[src/rtl/fact_mmio_if.sv]
// Bus and accelerator handshake bundle for fact_mmio.
// slave is the view the MMIO block takes. master is the core/accelerator side.
interface fact_mmio_if #(
    parameter int RES_W = 32
) ();
    logic             we;
    logic [1:0]       a;
    logic [31:0]      wd;
    logic [31:0]      rd;
    logic [3:0]       fact_n;
    logic             fact_go;
    logic             fact_done;
    logic             fact_err;
    logic [RES_W-1:0] fact_nf;

    modport slave  (input  we, a, wd, fact_done, fact_err, fact_nf,
                    output rd, fact_n, fact_go);
    modport master (output we, a, wd, fact_done, fact_err, fact_nf,
                    input  rd, fact_n, fact_go);
endinterface

[src/rtl/fact_mmio.sv]
// fact_mmio: four-word register window in front of the factorial accelerator.
// It latches the operand, pulses go for one cycle and waits for done/err or a
// timeout. It then holds the result and sticky status until the next start.
module fact_mmio #(
    parameter int RES_W   = 32,
    parameter int TIMEOUT = 255
) (
    input  logic        clk,
    input  logic        rst,
    fact_mmio_if.slave  bus
);
    localparam logic [1:0] S_IDLE = 2'd0;
    localparam logic [1:0] S_GO   = 2'd1;
    localparam logic [1:0] S_WAIT = 2'd2;

    // Last WAIT count before giving up (counter starts at 0 in the first WAIT cycle)
    localparam logic [15:0] TMO_LAST = 16'(TIMEOUT - 1);

    logic [1:0]       r_state;
    logic [3:0]       r_n;
    logic [3:0]       r_shadow;
    logic             r_done;
    logic             r_err;
    logic             r_tmo;
    logic [RES_W-1:0] r_result;
    logic [15:0]      r_cnt;

    logic             w_busy;
    logic             w_start;
    logic             w_wr_n;
    logic [31:0]      w_rd;
    logic             w_unused;

    assign w_busy   = (r_state != S_IDLE);
    assign w_wr_n   = bus.we && (bus.a == 2'd0);
    // Start requests while busy are dropped; only IDLE consumes them
    assign w_start  = bus.we && (bus.a == 2'd1) && bus.wd[0];
    assign w_unused = ^bus.wd[31:4];

    assign bus.fact_go = (r_state == S_GO);
    assign bus.fact_n  = r_shadow;
    assign bus.rd      = w_rd;

    // Operand register: writable at any time, does not disturb a running op
    always_ff @(posedge clk) begin
        if (rst)         r_n <= 4'd0;
        else if (w_wr_n) r_n <= bus.wd[3:0];
    end

    // Control FSM with sticky status capture
    always_ff @(posedge clk) begin
        if (rst) begin
            r_state  <= S_IDLE;
            r_shadow <= 4'd0;
            r_done   <= 1'b0;
            r_err    <= 1'b0;
            r_tmo    <= 1'b0;
            r_result <= '0;
            r_cnt    <= 16'd0;
        end else begin
            case (r_state)
                S_IDLE: begin
                    if (w_start) begin
                        r_shadow <= r_n;
                        r_done   <= 1'b0;
                        r_err    <= 1'b0;
                        r_tmo    <= 1'b0;
                        r_result <= '0;
                        r_cnt    <= 16'd0;
                        r_state  <= S_GO;
                    end
                end
                S_GO: r_state <= S_WAIT;
                S_WAIT: begin
                    r_cnt <= r_cnt + 16'd1;
                    // err outranks done when both arrive together
                    if (bus.fact_err) begin
                        r_done  <= 1'b1;
                        r_err   <= 1'b1;
                        r_state <= S_IDLE;
                    end else if (bus.fact_done) begin
                        r_result <= bus.fact_nf;
                        r_done   <= 1'b1;
                        r_state  <= S_IDLE;
                    end else if (r_cnt == TMO_LAST) begin
                        r_done  <= 1'b1;
                        r_err   <= 1'b1;
                        r_tmo   <= 1'b1;
                        r_state <= S_IDLE;
                    end
                end
                default: r_state <= S_IDLE;
            endcase
        end
    end

    // Read mux: purely combinational, so same-cycle writes are not visible yet
    always_comb begin
        w_rd = 32'd0;
        case (bus.a)
            2'd0:    w_rd = {28'd0, r_n};
            2'd2:    w_rd = {28'd0, r_tmo, w_busy, r_err, r_done};
            2'd3:    w_rd = 32'(r_result);
            default: w_rd = 32'd0;
        endcase
    end
endmodule
[src/flat_wrapper.sv]
// flat-port wrapper written by rule: the top's interface ports become plain ports
module fact_mmio_flat 
#(
    parameter int RES_W   = 32,
    parameter int TIMEOUT = 255
)
  (clk, rst, bus_we, bus_a, bus_wd, bus_fact_done, bus_fact_err, bus_fact_nf, bus_rd, bus_fact_n, bus_fact_go);
  fact_mmio_if #(.RES_W(RES_W)) bus_i ();
  input  logic clk;
  input  logic rst;
  input wire logic [$bits(bus_i.we)-1:0] bus_we;
  input wire logic [$bits(bus_i.a)-1:0] bus_a;
  input wire logic [$bits(bus_i.wd)-1:0] bus_wd;
  input wire logic [$bits(bus_i.fact_done)-1:0] bus_fact_done;
  input wire logic [$bits(bus_i.fact_err)-1:0] bus_fact_err;
  input wire logic [$bits(bus_i.fact_nf)-1:0] bus_fact_nf;
  output wire logic [$bits(bus_i.rd)-1:0] bus_rd;
  output wire logic [$bits(bus_i.fact_n)-1:0] bus_fact_n;
  output wire logic [$bits(bus_i.fact_go)-1:0] bus_fact_go;
  assign bus_i.we = bus_we;
  assign bus_i.a = bus_a;
  assign bus_i.wd = bus_wd;
  assign bus_i.fact_done = bus_fact_done;
  assign bus_i.fact_err = bus_fact_err;
  assign bus_i.fact_nf = bus_fact_nf;
  assign bus_rd = bus_i.rd;
  assign bus_fact_n = bus_i.fact_n;
  assign bus_fact_go = bus_i.fact_go;
  fact_mmio #(.RES_W(RES_W), .TIMEOUT(TIMEOUT)) u_core (.clk(clk), .rst(rst), .bus(bus_i));
endmodule
[config.mk]
export PLATFORM = sky130hd
export DESIGN_NAME = fact_mmio_flat
export DESIGN_NICKNAME = d
export VERILOG_FILES = /design/src/rtl/fact_mmio_if.sv /design/src/rtl/fact_mmio.sv /design/src/flat_wrapper.sv
export SDC_FILE = /design/constraint.sdc
export NUM_CORES = 1
export LEC_CHECK = 0
export ABC_AREA = 1
export CAP_MARGIN = 25
export CORE_UTILIZATION = 40
export CTS_BUF_LIST = sky130_fd_sc_hd__clkbuf_16
export CTS_CLUSTER_SIZE = 16
export DETAILED_ROUTE_END_ITERATION = 10
export PLACE_DENSITY = 0.73
export SYNTH_ARGS = -nofsm -noshare
export SYNTH_HDL_FRONTEND = slang
export SYNTH_SLANG_ARGS = --single-unit
export TNS_END_PERCENT = 1
[constraint.sdc]
create_clock -name clk -period 1.87 [get_ports clk]
set_input_delay 0.2805 -clock clk [delete_from_list [all_inputs] [get_ports clk]]
set_output_delay 0.2805 -clock clk [all_outputs]
set_load 0.05 [all_outputs]
* After elaboration in Yosys (flattened, before gate mapping)
Cells that the tools add are included.
Word-level totals: register bits after elaboration 61, input port bits 71, output and inout port bits 37, logic and storage cells 59
Cells by class: add/sub/neg operators 1, equality and inequality tests 14, mux-type cells 22, reductions and logical operators 14
Operators with widths (count):
- two-way mux 32 bit | 3
- case mux 32 bit (3 select lines) | 1
- case mux 32 bit (2 select lines) | 1
- case mux 16 bit (2 select lines) | 1
- adder 16 x 1 -> 16 bit (second input constant) | 1
- == test 16 x 8 -> 1 bit (second input constant) | 1
- two-way mux 16 bit | 1
- two-way mux 2 bit | 4
- AND reduction 4 bit | 2
- two-way mux 1 bit | 7
- == test 2 bit (second input constant) | 3
- != test 2 bit (second input constant) | 3
- case mux 1 bit (2 select lines) | 3
- case mux 2 bit (3 select lines) | 1
- AND reduction 2 bit | 3
- AND reduction 5 bit | 1
- == test 2 x 1 -> 1 bit (second input constant) | 2
- zero test 2 bit | 2
- != test 2 x 1 -> 1 bit (second input constant) | 2
- != test 4 x 3 -> 1 bit (second input constant) | 1
- nonzero test 2 bit | 2
- logical AND 1 bit | 3
- != test 3 x 2 -> 1 bit (second input constant) | 1
- != test 3 bit (second input constant) | 1
- AND reduction 3 bit | 1

* Longest topological paths before layout
depth in word-level cells 5, depth in mapped cells 10, gate-level depth less buffers 9

* Least setup slack after synthesis
No wires, ideal clock.
path type input-to-output, start input port bus_a[0], end output port bus_rd[19], data arrival time 1.386 ns, data required time 1.590 ns, slack 0.204 ns, stages 4, buffers on the path 2, path through nand2_1 > clkbuf_1 > clkbuf_1 > nor2_1
Between the ends: cells in the longest elaborated chain, start to end 2, elaborated cells between the ends (all ways) 4, classes of those cells 2 x eq/ne; 1 x mux; 1 x reduce/logical
RTL lines:
- start: declaration | RTL line flat_wrapper.sv:12 | input wire logic [$bits(bus_i.a)-1:0] bus_a;
- == test 2 bit / zero test 2 bit (equally long branches) | RTL line fact_mmio.sv:100 | case (bus.a)
- case mux 32 bit (3 select lines) * | RTL line fact_mmio.sv:100
- end: declaration | RTL line flat_wrapper.sv:17 | output wire logic [$bits(bus_i.rd)-1:0] bus_rd;
Mark *: on every way between the ends. The rest lies on a longest branch, timed or not.

* Final worst setup path
start input port bus_a[0], end output port bus_rd[14]
Same word-level chain as after synthesis.

==> reports/results.tsv <==
stage	metric	value	unit
outcome	status	finished, final reports clean	
synthesis	syn_area_per_cell	6.391	sq um
hold_path	hold_depth	2	
layout	drive_gt1_share	12.52	%
synthesis	netlist_instances	471	
synthesis	syn_nets	544	
synthesis	seq_area_frac_synth	40.57	%
worst_setup_path	startpoint	bus_a[0]	
sta	finalCritPeriodShare	97.98	%
sta	tightest_slew	0.5819	ns
placement	preCtsSetupSlack	0.03714	ns
die	die-area	7877	sq um
worst_setup_path	crit_chain	clkdlybuf4s50_1 -> nand2_1 -> buf_12 -> nor2_1 -> buf_12	
synthesis	ys_warn_count	0	
worst_setup_path	cp_top_family	buffers and inverters	
clock_tree	clk_latency	0.32	ns
power	ir_worst_vdd	0.0004348	V
layout	final_cell_mix	nand2_1, nor2_1, dfxtp_1	
clock_tree	clk_pin_slew	0.05	ns
synthesis	mappedNetlistArea	3010	sq um
die	core	7253	sq um
clock_tree	cts.sink_count	61	
sta	fmax	545.8	MHz
detailed_routing	num_vias	3048	
placement	io_buffers	79	
global_routing	grt_max_degree	49	
power	leakage	1.741	nW
sta	slew_headroom	61.17	%
power	p_sw	0.8404	mW
worst_setup_path	r2r_end	u_core.r_cnt[9]	
sta	hold_viol_final	0	
worst_setup_path	worstSetupEndpointType	primary output	
sta	whs	0.4491	ns
worst_setup_path	reg2reg_depth	8	
hold_path	hp-start	u_core.r_tmo	
worst_setup_path	worstSetupStartpointType	primary input	
power	p_sw_share	22.71	%
worst_setup_path	critPathBufInv	3	
die	initial_core_util	41.50	%
layout	diodes	0	
worst_setup_path	crit_fanout	28	
detailed_routing	wl_per_cell	11.56	um
sta	min_period	1.832	ns
clock_tree	cts_tree	yes	
power	power.density_cell_area	815.2	nW/um^2
placement	dp_hpwl	5168	um
worst_setup_path	cpPeakStageDelay	0.57	ns
clock_tree	htree_levels	3	
hold_path	min_path_type	register to register	
power	seqPwrFrac	37.3	%
sta	setup_viol	0	
power	power_frac_comb	12.0	%
job	cap_violations	0	
power	internal_power	2.860	mW
clock_tree	cts_resized	0	
die	die_w	88.75	um
global_routing	grtUsageTotal	20.15	%
detailed_routing	drt-total-wl	7512	um
worst_setup_path	r2r_slack	0.25	ns
die	io_pins	108	
worst_setup_path	crit_arrival	1.55	ns
worst_setup_path	path_class	primary input to primary output	
worst_setup_path	reg2reg_from	u_core.r_state[0]	
detailed_routing	first_iter_violations	171	
clock_tree	ctsHoldBuffers	0	
sta	skew	0.009970	ns
clock_tree	clk_path_buf_depth	2	
detailed_routing	drtAntennaViolNets	0	
layout	area_growth_syn_to_layout	50.79	%
die	die_h	88.75	um
global_routing	grt_pass1_wl	12240	um
sta	layout_setup_ws	0.03770	ns
worst_setup_path	cp_common_cell	buf_12	
layout	n_fill_cell	671	
clock_tree	numCtsBuffers	9	
die	rows	31	
sta	setup_tns	0	ns
detailed_routing	drc	0	
sta	rsz0062_at_grt	yes	
synthesis	synth_seq_cells	61	
global_routing	antenna_found_initial	0	
clock_tree	post_cts_buffers	0	
hold_path	min_to	u_core.r_tmo	
detailed_routing	firstDrtPassIters	4	
detailed_routing	routed_via_density	4.689	
placement	gp_congestion	0.7911	
worst_setup_path	critPathSlowestCell	clkdlybuf4s50_1	
power	clock_power_share	50.7	%
worst_setup_path	required	1.59	ns
sta	drv_slew	0	
layout	final_nets	619	
global_routing	grt-ovfl-total	0	
synthesis	synth_cell_types	25	
layout	layout.cells.most_common	nand2_1	
global_routing	grt_pass1_vias	2806	
clock_tree	clockRootBuffer	clkbuf_16	
==> final cells by class <==
type                    instances  area, sq um  area share, %
clock buffers                   9        225.2          4.961
flip-flops and latches         61         1221          26.90
multi-input cells             329         1431          31.53
well taps                      99        123.9          2.729
repair buffers                 87         1206          26.57
clock inverters                 7        113.9          2.508
inverters                      58        217.7          4.796
==> flip-flops by register name (all words and copies together), names as in the netlist <==
signal	count
u_core.r_cnt	16
u_core.r_state	2
u_core.r_done	1
u_core.r_err	1
u_core.r_result	32
u_core.r_n	4
u_core.r_tmo	1
u_core.bus.fact_n	4
==> metrics by stage <==
| stage | instance area, sq um | std cells | power, mW | util, % |
|---|---|---|---|---|
| floorplan | 3010 | 471 | 1.643 | - |
| global placement | 4193 | 634 | 1.839 | 57.81 |
| detailed placement | 4193 | 634 | 1.847 | 57.81 |
| CTS | 4532 | 650 | 3.720 | 62.48 |
| global route | 4539 | 650 | 3.826 | 62.58 |
| finish | 4539 | 650 | 3.700 | 62.58 |
==> cell families (layout without fill, tap and decap cells) <==
group / after synthesis / count (layout) / synth area share [%]
flip-flops: 61 / 61 / 40.57
buffers and inverters: 81 / 161 / 12.18
AND/OR/NAND/NOR: 255 / 255 / 33.96
AO/OA/AOI/OAI: 72 / 72 / 12.47
adder cells (fa/ha/maj): 2 / 2 / 0.8311
==> routing by layer <==
layer  track usage (%)  wire (um)
met4             7.478        110
met2             36.15       3528
met1             23.80       3521
met5                 0          0
met3             3.825        352
==> power groups by stage <==
stage	clock network, mW	logic [mW]	registers (mW)
after detailed placement	0	0.440	1.41
after global routing	1.95	0.484	1.39
after floorplan	0	0.233	1.41
after global placement	0	0.434	1.41
final	1.88	0.444	1.38
after CTS	1.89	0.445	1.38
==> worst max-delay path by stage <==
stage / endpoint / slack [ns] / depth (start not counted)
after floorplan: bus_rd[19] / 0.20 / 4
after global placement: bus_rd[8] / 0.05 / 5
after detailed placement: bus_rd[14] / 0.04 / 5
after CTS: bus_rd[14] / 0.04 / 5
after global routing: bus_rd[14] / -0.01 / 5
final: bus_rd[14] / 0.04 / 5
==> synthesized netlist by cell type, drive strengths merged <==
master,count,area [sq um]
a211oi,1,7.510
a21oi,18,90.09
a22oi,4,30.03
and2,1,6.260
buf,13,111.4
clkbuf,10,37.54
dfxtp,61,1221
ha,2,25.02
inv,58,217.7
nand2,118,445.4
nand3,21,105.1
nand4,3,25.02
nor2,108,417.9
nor3,2,10.01
o21a,1,7.510
o21ai,48,240.2
or2,2,12.51
==> worst register-to-register path, cell delays in order (launching register included) <==
cell and delay [ns]:
dfxtp_1 0.30, inv_1 0.10, nand2_2 0.12, inv_1 0.34, nand3_1 0.20, nor2_1 0.15
nand2_1 0.08, o21ai_0 0.15, nor2_1 0.06
No activity file was read; power rests on OpenSTA's default activity.
==> patch: new RTL, same settings <==
Make the reset (`rst`) asynchronous in 2 clocked blocks.
--- a/src/rtl/fact_mmio.sv
+++ b/src/rtl/fact_mmio.sv
@@ -42,13 +42,13 @@
     assign bus.rd      = w_rd;
 
     // Operand register: writable at any time, does not disturb a running op
-    always_ff @(posedge clk) begin
+    always_ff @(posedge clk or posedge rst) begin
         if (rst)         r_n <= 4'd0;
         else if (w_wr_n) r_n <= bus.wd[3:0];
     end
 
     // Control FSM with sticky status capture
-    always_ff @(posedge clk) begin
+    always_ff @(posedge clk or posedge rst) begin
         if (rst) begin
             r_state  <= S_IDLE;
             r_shadow <= 4'd0;
Formal check against the unedited RTL: differs if rst is asserted again (counterexample within 4 cycles, from zero or initial values and one cycle with rst high); with rst held inactive, the same outputs for 4 cycles.
==> patch against the original RTL <==
  * Utilization about the same
  * Sequential cell count unchanged
  * Design area up 0.61%
  * Synthesized area grew 0.29%
  * Routed wire length shrank 6.0%
  * Power grew 3.9%
  * Clock power shrank 14%
  * Worst setup slack gained 12 ps
==> patch: results (changes against the original RTL) <==
[placed_design]
dp_cells = 549  ; was 634
hpwl_mm = 4.96  ; was 5.17 mm
place_congestion = 0.823  ; was 0.791
preCtsSetupSlack_ps = 15.9  ; was 37.1 ps

[drt]
first_iter_violations = 115  ; was 171
wire_per_inst_um = 12.5  ; was 11.6 um
via_per_inst = 4.82  ; was 4.69

[global_routing]
grt_max_degree = 62  ; was 49
track_usage_pct = 19.6  ; was 20.1%
use_met2_pct = 31.3  ; was 36.2%
gr-usage-met3_pct = 5.97  ; was 3.82%
grt_pass1_vias = 2590  ; was 2806
grtUsageMet1_pct = 24.8  ; was 23.8%
grt_pass1_wl_mm = 11.7  ; was 12.2 mm

[layout]
fin_nets = 534  ; was 619
nMultiInputCombCells = 248  ; was 329
seqAreaFraction_pct = 33.4  ; was 26.9%
inverters = 52  ; was 58
multi_input_area_um2 = 1190  ; was 1430 um2
buffer_area_share_pct = 27.1  ; was 26.6%
finalNonFillerCells = 565  ; was 650
drive_gt1_share_pct = 15.9  ; was 12.5%
fillers = 607  ; was 671
signal_buffers = 89  ; was 87

[synthesis]
yosysSeqAreaShare_pct = 50.6  ; was 40.6%
async_flop_share_pct = 100  ; was 0%
syn-num-nets = 450  ; was 544
synth_area_leaders = dfrtp_1, nand2_1, nand3_1  ; was dfxtp_1, nand2_1, nor2_1
synth_cell_types = 25  ; unchanged
synth_top_flop_cell = dfrtp_1  ; was dfxtp_1
yosys-top-cells-count = nand2_1, dfrtp_1, inv_1, nand3_1, nor2_1  ; was nand2_1, nor2_1, dfxtp_1

[outcome]
status = completed  ; unchanged

[clock_tree]
root_buffer = clkbuf_16  ; unchanged

[critical_path]
critPathArrivalTime_ps = 1540
max_stage_delay_ps = 540  ; was 570 ps

[power]
ir_drop_mv = 0.652  ; was 0.435 mV
power.leakage_nw = 2.03  ; was 1.74 nW

[sta]
worstMarginPinSlew_ps = 497  ; was 582 ps

[hold_path]
hold_class = in -> async  ; was reg -> reg

[patch: repair_timing]
item,CTS,global route
endpoints found under the setup margin,0,29
endpoints found under the hold margin,0,0
gates resized for setup,0,4
[patch: power by group]
part	switching (W)	internal [W]
sequential	0.0000695	0.00145
combinational	0.000406	0.000316
clock	0.000584	0.00102
total	0.00106	0.00279
[patch: metal layers]
metal | share of wire [%] | vias to the layer above
met3 | 6.7 | 14
li1 | - | 1368
met4 | 1.8 | 0
met5 | 0 | -
met1 | 45 | 1264
met2 | 46 | 80
[patch: metrics by stage]
stage / util [%] / instance area [um2] / hold slack [ps]
finish: 62.6 / 4570 / 342
global route: 62.6 / 4570 / 391
CTS: 62.5 / 4560 / 348
detailed placement: 58.5 / 4270 / 465
global placement: 58.5 / 4270 / 463
floorplan: - / 3030 / 418
[patch: cells by family (layout without fill, tap and decap cells)]
| kind of cell | count (synthesis) | after routing | synth area share [%] |
|---|---|---|---|
| adders and majority gates | 2 | 2 | 0.829 |
| muxes | 4 | 4 | 1.49 |
| and+or+nand+nor | 193 | 193 | 28.2 |
| DFF | 61 | 61 | 50.6 |
| buffers and inverters | 68 | 157 | 10.4 |
| AOI/OAI and AO/OA | 47 | 47 | 7.92 |
| xor gates and xnor gates | 2 | 2 | 0.580 |
[patch: worst paths after layout]
kind	end	slack [ps]	cells after the start
max	bus_rd[14]	50	5
min	u_core.r_result[7]$_DFFE_PP0P_	340	3
max reg2reg	u_core.r_cnt[1]$_DFFE_PP0P_	350	6
min reg2reg	u_core.r_done$_DFFE_PP0P_	480	2
max in group asynchronous	u_core.r_cnt[5]$_DFFE_PP0P_	1280	3
min in group clk	u_core.r_done$_DFFE_PP0P_	480	2
[patch: worst min-delay path: cells and delay by family]
| family | cells | cell delay (ps) |
|---|---|---|
| buffers and inverters | 3 | 790 |
